## src/rtl/alu_ctrl_pkg.sv

```systemverilog
// Shared encodings for the ALU control unit: alusel codes, aluop classes, M-op funct3 and FSM states.
package alu_ctrl_pkg;

    localparam logic [3:0] SEL_AND  = 4'b0000;
    localparam logic [3:0] SEL_OR   = 4'b0001;
    localparam logic [3:0] SEL_ADD  = 4'b0010;
    localparam logic [3:0] SEL_PASS = 4'b0011;
    localparam logic [3:0] SEL_XOR  = 4'b0100;
    localparam logic [3:0] SEL_SUB  = 4'b0110;
    localparam logic [3:0] SEL_SLL  = 4'b1000;
    localparam logic [3:0] SEL_SRL  = 4'b1001;
    localparam logic [3:0] SEL_SRA  = 4'b1010;
    localparam logic [3:0] SEL_SLT  = 4'b1101;
    localparam logic [3:0] SEL_SLTU = 4'b1111;

    localparam logic [1:0] OP_MEM = 2'b00;
    localparam logic [1:0] OP_BR  = 2'b01;
    localparam logic [1:0] OP_R   = 2'b10;
    localparam logic [1:0] OP_I   = 2'b11;

    localparam logic [2:0] F3_MUL    = 3'b000;
    localparam logic [2:0] F3_MULH   = 3'b001;
    localparam logic [2:0] F3_MULHSU = 3'b010;
    localparam logic [2:0] F3_MULHU  = 3'b011;
    localparam logic [2:0] F3_DIV    = 3'b100;
    localparam logic [2:0] F3_DIVU   = 3'b101;
    localparam logic [2:0] F3_REM    = 3'b110;
    localparam logic [2:0] F3_REMU   = 3'b111;

    typedef logic [2:0] state_t;
    localparam state_t ST_IDLE = 3'd0;
    localparam state_t ST_MUL  = 3'd1;
    localparam state_t ST_DIV  = 3'd2;
    localparam state_t ST_FIX  = 3'd3;
    localparam state_t ST_DONE = 3'd4;

endpackage

```

## src/rtl/alu_ctrl_mdu_iter.sv

```systemverilog
// Iterative magnitude datapath: radix-2 shift-add multiply, restoring divide (ALU_CTRL_DIV_EN only).
// One step per cycle while run is high; done once XLEN steps have completed; no backpressure.
module mdu_iter #(
    parameter int XLEN = 32
) (
    input  logic              clk,
    input  logic              rst,
    input  logic              start,
`ifdef ALU_CTRL_DIV_EN
    input  logic              div,
`endif
    input  logic              run,
    input  logic [XLEN-1:0]   a,
    input  logic [XLEN-1:0]   b,
    output logic              done,
    output logic [2*XLEN-1:0] acc
);

    localparam int CW = $clog2(XLEN) + 1;

    logic [CW-1:0]   cnt;
    logic [XLEN-1:0] bq;
    logic [XLEN:0]   add_sum;

    assign done    = (cnt == CW'(XLEN));
    assign add_sum = {1'b0, acc[2*XLEN-1:XLEN]} + {1'b0, (acc[0] ? bq : {XLEN{1'b0}})};

`ifdef ALU_CTRL_DIV_EN
    logic          div_q;
    logic [XLEN:0] trial;

    // Partial remainder shifted left one place, minus the divisor; bit XLEN set means borrow.
    assign trial = acc[2*XLEN-1:XLEN-1] - {1'b0, bq};
`endif

    always_ff @(posedge clk or posedge rst) begin
        if (rst) begin
            cnt <= '0;
            bq  <= '0;
            acc <= '0;
`ifdef ALU_CTRL_DIV_EN
            div_q <= 1'b0;
`endif
        end else if (start) begin
            cnt <= '0;
            bq  <= b;
            acc <= {{XLEN{1'b0}}, a};
`ifdef ALU_CTRL_DIV_EN
            div_q <= div;
`endif
        end else if (run && !done) begin
            cnt <= cnt + 1'b1;
`ifdef ALU_CTRL_DIV_EN
            if (div_q)
                acc <= trial[XLEN] ? {acc[2*XLEN-2:0], 1'b0}
                                   : {trial[XLEN-1:0], acc[XLEN-2:0], 1'b1};
            else
                acc <= {add_sum, acc[XLEN-1:1]};
`else
            acc <= {add_sum, acc[XLEN-1:1]};
`endif
        end
    end

endmodule

```

## src/rtl/alu_ctrl_mdu.sv

```systemverilog
// ALU select decoder plus M-extension sequencer (divide ops only when ALU_CTRL_DIV_EN is defined).
// alusel/m_op/illegal combinational; M result valid XLEN+2 edges after accept, held until out_ready.
module alu_ctrl_mdu import alu_ctrl_pkg::*; #(
    parameter int XLEN  = 32,
    parameter int SEL_W = 4
) (
    input  logic             clk,
    input  logic             rst,
    input  logic [1:0]       aluop,
    input  logic [2:0]       funct3,
    input  logic             funct7_5,
    input  logic             funct7_0,
    input  logic             in_valid,
    output logic             in_ready,
    input  logic [XLEN-1:0]  op_a,
    input  logic [XLEN-1:0]  op_b,
    output logic [SEL_W-1:0] alusel,
    output logic             m_op,
    output logic             illegal,
    output logic             busy,
    output logic             out_valid,
    input  logic             out_ready,
    output logic [XLEN-1:0]  out_result
);

    state_t            state;
    logic              accept, a_sgn, b_sgn, a_neg, b_neg, neg_q, iter_start, iter_done;
    logic [2:0]        f3_q;
    logic [XLEN-1:0]   a_mag, b_mag, fix_res;
    logic [2*XLEN-1:0] acc, prod;

    assign m_op = (aluop == OP_R) && funct7_0;

    always_comb begin
        alusel  = SEL_W'(SEL_ADD);
        illegal = 1'b0;
        case (aluop)
            OP_MEM: alusel = SEL_W'(SEL_ADD);
            OP_BR:  alusel = SEL_W'(SEL_SUB);
            default: begin
                case (funct3)
                    3'b000:  alusel = (aluop == OP_R && funct7_5) ? SEL_W'(SEL_SUB) : SEL_W'(SEL_ADD);
                    3'b001:  alusel = SEL_W'(SEL_SLL);
                    3'b010:  alusel = SEL_W'(SEL_SLT);
                    3'b011:  alusel = SEL_W'(SEL_SLTU);
                    3'b100:  alusel = SEL_W'(SEL_XOR);
                    3'b101:  alusel = funct7_5 ? SEL_W'(SEL_SRA) : SEL_W'(SEL_SRL);
                    3'b110:  alusel = SEL_W'(SEL_OR);
                    default: alusel = SEL_W'(SEL_AND);
                endcase
                if (aluop == OP_R && funct7_5 && funct3 != 3'b000 && funct3 != 3'b101)
                    illegal = 1'b1;
            end
        endcase
        if (m_op) begin
            alusel = SEL_W'(SEL_ADD);
`ifndef ALU_CTRL_DIV_EN
            if (funct3[2])
                illegal = 1'b1;
`endif
        end
    end

    always_comb begin
        a_sgn = 1'b0;
        b_sgn = 1'b0;
        case (funct3)
            F3_MULH, F3_DIV, F3_REM: begin
                a_sgn = 1'b1;
                b_sgn = 1'b1;
            end
            F3_MULHSU: a_sgn = 1'b1;
            default: ;
        endcase
    end

    assign a_neg     = a_sgn & op_a[XLEN-1];
    assign b_neg     = b_sgn & op_b[XLEN-1];
    assign a_mag     = a_neg ? -op_a : op_a;
    assign b_mag     = b_neg ? -op_b : op_b;
    assign in_ready  = (state == ST_IDLE);
    assign busy      = (state != ST_IDLE);
    assign out_valid = (state == ST_DONE);
    assign accept    = in_valid && in_ready && m_op && !illegal;

`ifdef ALU_CTRL_DIV_EN
    logic            neg_r, special, spec_hit, div_zero;
    logic [XLEN-1:0] spec_res;

    assign div_zero = (op_b == '0);
    assign spec_hit = funct3[2] && (div_zero ||
                      (a_sgn && op_a == {1'b1, {(XLEN-1){1'b0}}} && op_b == '1));
    assign iter_start = accept && !spec_hit;
`else
    assign iter_start = accept;
`endif

    mdu_iter #(.XLEN(XLEN)) u_iter (
        .clk   (clk),
        .rst   (rst),
        .start (iter_start),
`ifdef ALU_CTRL_DIV_EN
        .div   (funct3[2]),
`endif
        .run   (state == ST_MUL || state == ST_DIV),
        .a     (a_mag),
        .b     (b_mag),
        .done  (iter_done),
        .acc   (acc)
    );

    // Iteration ran on magnitudes; restore the sign and pick the half the op asked for.
    assign prod = neg_q ? -acc : acc;

    always_comb begin
        fix_res = prod[XLEN-1:0];
        case (f3_q)
            F3_MULH, F3_MULHSU, F3_MULHU: fix_res = prod[2*XLEN-1:XLEN];
`ifdef ALU_CTRL_DIV_EN
            F3_DIV, F3_DIVU: fix_res = neg_q ? -acc[XLEN-1:0] : acc[XLEN-1:0];
            F3_REM, F3_REMU: fix_res = neg_r ? -acc[2*XLEN-1:XLEN] : acc[2*XLEN-1:XLEN];
`endif
            default: ;
        endcase
`ifdef ALU_CTRL_DIV_EN
        if (special)
            fix_res = spec_res;
`endif
    end

    always_ff @(posedge clk or posedge rst) begin
        if (rst) begin
            state      <= ST_IDLE;
            f3_q       <= '0;
            neg_q      <= 1'b0;
            out_result <= '0;
`ifdef ALU_CTRL_DIV_EN
            neg_r    <= 1'b0;
            special  <= 1'b0;
            spec_res <= '0;
`endif
        end else begin
            case (state)
                ST_IDLE: if (accept) begin
                    f3_q  <= funct3;
                    neg_q <= a_neg ^ b_neg;
                    state <= ST_MUL;
`ifdef ALU_CTRL_DIV_EN
                    neg_r    <= a_neg;
                    special  <= spec_hit;
                    spec_res <= funct3[1] ? (div_zero ? op_a : '0) : (div_zero ? '1 : op_a);
                    if (funct3[2])
                        state <= spec_hit ? ST_FIX : ST_DIV;
`endif
                end
                ST_MUL, ST_DIV: if (iter_done) state <= ST_FIX;
                ST_FIX: begin
                    out_result <= fix_res;
                    state      <= ST_DONE;
                end
                ST_DONE: if (out_ready) state <= ST_IDLE;
                default: state <= ST_IDLE;
            endcase
        end
    end

endmodule

```

## config.mk

```make
export PLATFORM = sky130hd
export DESIGN_NAME = alu_ctrl_mdu
export DESIGN_NICKNAME = d
export VERILOG_FILES = /design/src/rtl/alu_ctrl_pkg.sv /design/src/rtl/alu_ctrl_mdu_iter.sv /design/src/rtl/alu_ctrl_mdu.sv
export SDC_FILE = /design/constraint.sdc
export NUM_CORES = 1
export LEC_CHECK = 0
export CORE_ASPECT_RATIO = 0.8
export CORE_MARGIN = 1.5
export CORE_UTILIZATION = 55
export CTS_BUF_LIST = sky130_fd_sc_hd__clkbuf_8
export CTS_CLUSTER_DIAMETER = 50
export DETAILED_ROUTE_END_ITERATION = 7
export PLACE_DENSITY = 0.78
export SLEW_MARGIN = 0
export SYNTH_ARGS = -nofsm -noshare
export SYNTH_HDL_FRONTEND = slang
export SYNTH_SLANG_ARGS = --single-unit
```

## constraint.sdc

```tcl
create_clock -name clk -period 5.5 [get_ports clk]
set_input_delay 1.1 -clock clk [delete_from_list [all_inputs] [get_ports clk]]
set_output_delay 1.1 -clock clk [all_outputs]
set_load 0.01 [all_outputs]
```

### Yosys cells after proc, flatten, opt, wreduce, memory -nomap -nowiden

Cells that the tools add are included.

* register bits after elaboration: 141
* input port bits: 75
* logic and storage cells: 83

* add/subtract/negate cells: 5
* eq/ne operators: 20
* muxes and demuxes: 24
* bitwise gates (word level): 3
* reduce and logical (&&, ||, !) cells: 24

Operator list (number)
* two-way mux 64 bit: 3
* two-way mux 32 bit: 4
* negator 32 bit: 2
* negator 64 bit: 1
* adder 32 x 32 -> 33 bit: 1
* case mux 4 bit (7 select lines): 1
* == test 3 x 2 -> 1 bit, second input constant: 6
* == test 3 bit, second input constant: 4
* two-way mux 3 bit: 4
* two-way mux 6 bit: 2
* case mux 3 bit (4 select lines): 1
* == test 3 x 1 -> 1 bit, second input constant: 3
* logical AND 1 bit: 8
* case mux 4 bit (2 select lines): 1
* adder 6 x 1 -> 6 bit, second input constant: 1
* == test 6 bit, second input constant: 1
* zero test 3 bit: 2
* two-way mux 1 bit: 6
* inequality test 2 x 1 -> 1 bit, second input constant: 3
* nonzero test 3 bit: 2
* OR reduction 3 bit: 2
* two-way mux 4 bit: 1
* OR reduction 2 bit: 2
* OR reduction 4 bit: 1
* 12 further kinds: 14

### Logic depth before layout (Yosys ltp)

* depth in word-level cells: 12
* gate-level depth with buffers: 14

### Modules after synthesis

From an unflattened synthesis, not the netlist that was laid out.

* cell total of the unflattened synthesis: 1360
* area total of the unflattened synthesis: 11173.2 µm²

Modules (own cells, without submodules)
* mdu_iter: instances 1, cells an instance 673, area an instance 6261.0 µm²
* alu_ctrl_mdu: instances 1, cells an instance 687, area an instance 4912.2 µm²

### Worst setup path before layout

OpenSTA, ideal clock, no wires.

* path type: register to register
* start: reg u_iter.acc[0]
* end: reg u_iter.acc[63]
* library setup time: 0.077 ns
* arrival time: 3.108 ns
* required time: 5.423 ns
* slack: 2.314 ns
* stages on the path, launching flop included: 14
* buffers on the path: 2
* clock period less this slack: 3.186 ns
* cells stage by stage: dfrtp_1 clkbuf_1 clkbuf_1 and2_1 ha_1 inv_1 fa_1 nor2b_1 o31a_1 o21ai_0 o211ai_1 a21oi_1 or4b_2 a21oi_1

* word-level cells in the longest chain between the ends: 4

Ends and longest elaborated chain
* from (decl): RTL line alu_ctrl_mdu_iter.sv:16 `output logic [2*XLEN-1:0] acc`
* from (signal assigned): RTL line alu_ctrl_mdu_iter.sv:47 `acc <= {{XLEN{1'b0}}, a};`
* from (signal assigned): RTL line alu_ctrl_mdu_iter.sv:60 `acc <= {add_sum, acc[XLEN-1:1]};`
* two-way mux 32 bit: RTL line alu_ctrl_mdu_iter.sv:26 `assign add_sum = {1'b0, acc[2*XLEN-1:XLEN]} + {1'b0, (acc[0] ? bq : {XLEN{1'b0}})};`
* adder 32 x 32 -> 33 bit: RTL line alu_ctrl_mdu_iter.sv:26
* two-way mux 64 bit: RTL line alu_ctrl_mdu_iter.sv:51 `end else if (run && !done) begin`
* two-way mux 64 bit: RTL line alu_ctrl_mdu_iter.sv:44 `end else if (start) begin`

No other way between the ends. The select of a mux whose other input is x is not followed.
A chain may end at the register's enable or synchronous reset.

### Worst setup path in the final report

* start: in funct3[2]
* end: out illegal

* word-level cells in the longest chain between the ends: 7
* elaborated cells between the ends (all ways): 8
* classes of those cells: eq/ne (1); mux (4); reduce/logical (3)

Ends and longest elaborated chain
* from (decl): RTL line alu_ctrl_mdu.sv:10 `input logic [2:0] funct3,`
* nonzero test 3 bit: RTL line alu_ctrl_mdu.sv:51 `if (aluop == OP_R && funct7_5 && funct3 != 3'b000 && funct3 != 3'b101)`
* logical AND 1 bit (2 in series): RTL line alu_ctrl_mdu.sv:51
* two-way mux 1 bit: RTL line alu_ctrl_mdu.sv:51
* two-way mux 1 bit: RTL line alu_ctrl_mdu.sv:37 `case (aluop)`
* two-way mux 1 bit: RTL line alu_ctrl_mdu.sv:58 `if (funct3[2])`
* two-way mux 1 bit *: RTL line alu_ctrl_mdu.sv:55 `if (m_op) begin`
* to (decl): RTL line alu_ctrl_mdu.sv:19 `output logic illegal,`

Every way passes the cells marked *; elsewhere a longest branch is shown, timed or not.

==> impl_metrics.env <==
export IMPL_synthMostInstantiatedCell="o21ai_0"
export IMPL_synth_ff_type="dfrtp_1"
export IMPL_hold_violations=0
export IMPL_synth_area_leader_cell="dfrtp_1"
export IMPL_rows=44
export IMPL_clk_pin_slew_ps=70
export IMPL_synth_async_reset_ratio_pct=100.0
export IMPL_clock_latency_ps=460
export IMPL_place_gp_congestion=1.038
export IMPL_yosysWarnings=0
export IMPL_synth_area_leaders="dfrtp_1 (34%), o21ai_0 (7.4%), xor2_1 (6.8%)"
export IMPL_cts_tree="yes"
export IMPL_met2_usage_pct=42.74
export IMPL_clockBufferDepth=2
export IMPL_pre_cts_slack_ps=1395
export IMPL_post_cts_buffers=0
export IMPL_finalCriticalPeriod_ps=4034
export IMPL_fmax_mhz=247.9
export IMPL_area_growth_pct=15.86
export IMPL_utilization_pct=65.87
export IMPL_diodes=0
export IMPL_finalSetupTns_ps=0
export IMPL_critical_path_required_ps=4400
export IMPL_via_count=9996
export IMPL_ctsResizeCount=0
export IMPL_tightest_slew_ps=945.5
export IMPL_drtIter0Drc=1147
export IMPL_firstDrtPassIters=6
export IMPL_grt_pass1_vias=8857
export IMPL_fin_crit_sh_pct=73.35
export IMPL_overflow=0
export IMPL_cts_sink_count=141
export IMPL_avgRoutedWirePerCell_um=18.61
export IMPL_fin_skew_ps=11.53
export IMPL_groute_usage_overall_pct=31.04
export IMPL_grt_max_degree=105
export IMPL_cp_end_kind="primary output"
export IMPL_syn_area_um2=10420
export IMPL_startpoint_type="primary input"
export IMPL_synthCells=1278
export IMPL_setup_viol=0
export IMPL_final_antenna_net_count=0
export IMPL_antenna_found_initial=0
export IMPL_ys_types=63
export IMPL_cap_violations=0
export IMPL_drive_above_1_share_pct=4.425
export IMPL_die_w_um=156.9
export IMPL_avgSynthCellArea_um2=8.155
export IMPL_whs_ps=472.2
export IMPL_report_power_total_mw=5.900
export IMPL_routed_wl_um=29950
export IMPL_crit_arrival_ps=2930
export IMPL_max_slew_margin_rel_pct=36.08
export IMPL_drv_slew=0
export IMPL_holdBufCountCts=0
export IMPL_critical_path_class="primary input to primary output"
export IMPL_worstPathMaxFanout=11
export IMPL_start_util_pct=56.85
export IMPL_coreArea_um2=18330
export IMPL_nNetsFinal=1460
export IMPL_syn_nets=1391
export IMPL_leakage_nw=5.002
export IMPL_synth_common_cells="o21ai_0 (155), nand2_1 (154), dfrtp_1 (141)"
export IMPL_rsz0062_at_grt="false"
export IMPL_irDropWorstVdd_uv=346.6
export IMPL_yosysTopAreaCellShare_pct=33.85
export IMPL_die_area_um2=19790
export IMPL_place_hpwl_um=22780
export IMPL_pin_count=116
export IMPL_min_path_type="flip-flop to flip-flop"
export IMPL_cts_max_level=4
export IMPL_synth_seq_cells=141
export IMPL_status="completed"
export IMPL_cts_root_buf="clkbuf_8"
export IMPL_grt_util_met3_pct=5.850
export IMPL_busiest_layer="met1"
export IMPL_setup_slack_ps=1466
export IMPL_numPortBuffers=115
export IMPL_synth_seq_area_share_pct=33.85
export IMPL_grtUsageMet1_pct=49.51
export IMPL_via_per_inst=6.213
export IMPL_grt_pass1_wl_um=47920
export IMPL_drc=0
export IMPL_cts_buffers_inserted=17
export IMPL_synth_edf_count=0
export IMPL_power_density_nw_per_um2=488.6
export IMPL_fp_dieH_um=126.1
==> critical path, stage by stage <==
cell and delay, ps:
clkdlybuf4s50_1 580, nand2b_1 270, a31oi_1 320, a21o_1 140
clkdlybuf4s50_1 530
==> power breakdown <==
part           leakage, nW  switching, mW  internal (mW)  total [mW]
clock                0.186          0.392          0.411       0.803
combinational         2.96           1.91           1.22        3.13
sequential            1.85          0.533           1.44        1.97
total                 5.00           2.84           3.06        5.90
==> registers in the layout (all words and copies together) (netlist names) <==
register and flops:
u_iter.acc 64, u_iter.cnt 6, out_result 32, state 3, f3_q 3, u_iter.bq 32, neg_q 1
==> cell type report <==
cell class	instances	area, um^2
repair buffers	126	1246
fillers	1613	6257
flip-flops and latches	141	3528
clock buffers	19	261.5
multi-input cells	1031	6506
inverters	30	117.6
well taps	253	316.6
clock inverters	9	98.84
==> through the flow <==
step | cells | instance area, um^2
global placement | 1581 | 11720
finish | 1609 | 12080
CTS | 1609 | 12080
detailed placement | 1581 | 11720
global route | 1609 | 12080
floorplan | 1278 | 10420
==> routing by layer <==
layer / up-vias / routed length, um
met5: - / 0
met4: 0 / 493
met3: 53 / 3070
met2: 442 / 12230
met1: 4728 / 14150
li1: 4773 / -
==> final timing paths <==
path	start	endpoint	slack, ps	cells past startpoint
max reg2reg	u_iter.acc[0]	u_iter.acc[63]	1830	10
min	out_result[4]	out_result[4]	470	2
min in group asynchronous	rst	u_iter.cnt[5]	1200	2
max in group asynchronous	rst	u_iter.acc[16]	3240	3
max	funct3[2]	illegal	1470	5
min reg2reg	out_result[4]	out_result[4]	470	2
==> cells by family after synthesis <==
| logic type | Yosys count | synth area share [%] |
|---|---|---|
| xor+xnor | 143 | 12.02 |
| compound gates | 388 | 23.04 |
| simple gates | 458 | 22.18 |
| fa+ha+maj | 38 | 4.634 |
| mux | 4 | 0.3842 |
| flops | 141 | 33.85 |
| buf+inv | 106 | 3.890 |
==> cells in the final DEF (no fill, tap or decap), types with 6 or more instances in the layout <==
cell / netlist / routed
a211oi_1: 8 / 8
a21o_1: 11 / 11
a21oi_1: 76 / 76
a22oi_1: 32 / 32
a31oi_1: 6 / 6
and2_1: 36 / 36
buf_4: 0 / 10
clkbuf_8: 0 / 19
clkdlybuf4s50_1: 0 / 115
dfrtp_1: 141 / 141
ha_1: 37 / 37
inv_1: 30 / 30
nand2_1: 154 / 154
nand2b_1: 16 / 16
nand3_1: 47 / 47
nand4_1: 19 / 19
nor2_1: 76 / 75
nor2b_1: 7 / 7
nor3_1: 26 / 25
nor4_1: 19 / 19
o21a_1: 8 / 8
o21ai_0: 155 / 155
o221ai_1: 14 / 14
o31ai_1: 27 / 27
o41ai_1: 15 / 15
or2_2: 6 / 6
or3_1: 13 / 13
or4_1: 10 / 10
xnor2_1: 62 / 62
xor2_1: 81 / 81
Note: power is estimated with default switching activity, not from simulation.
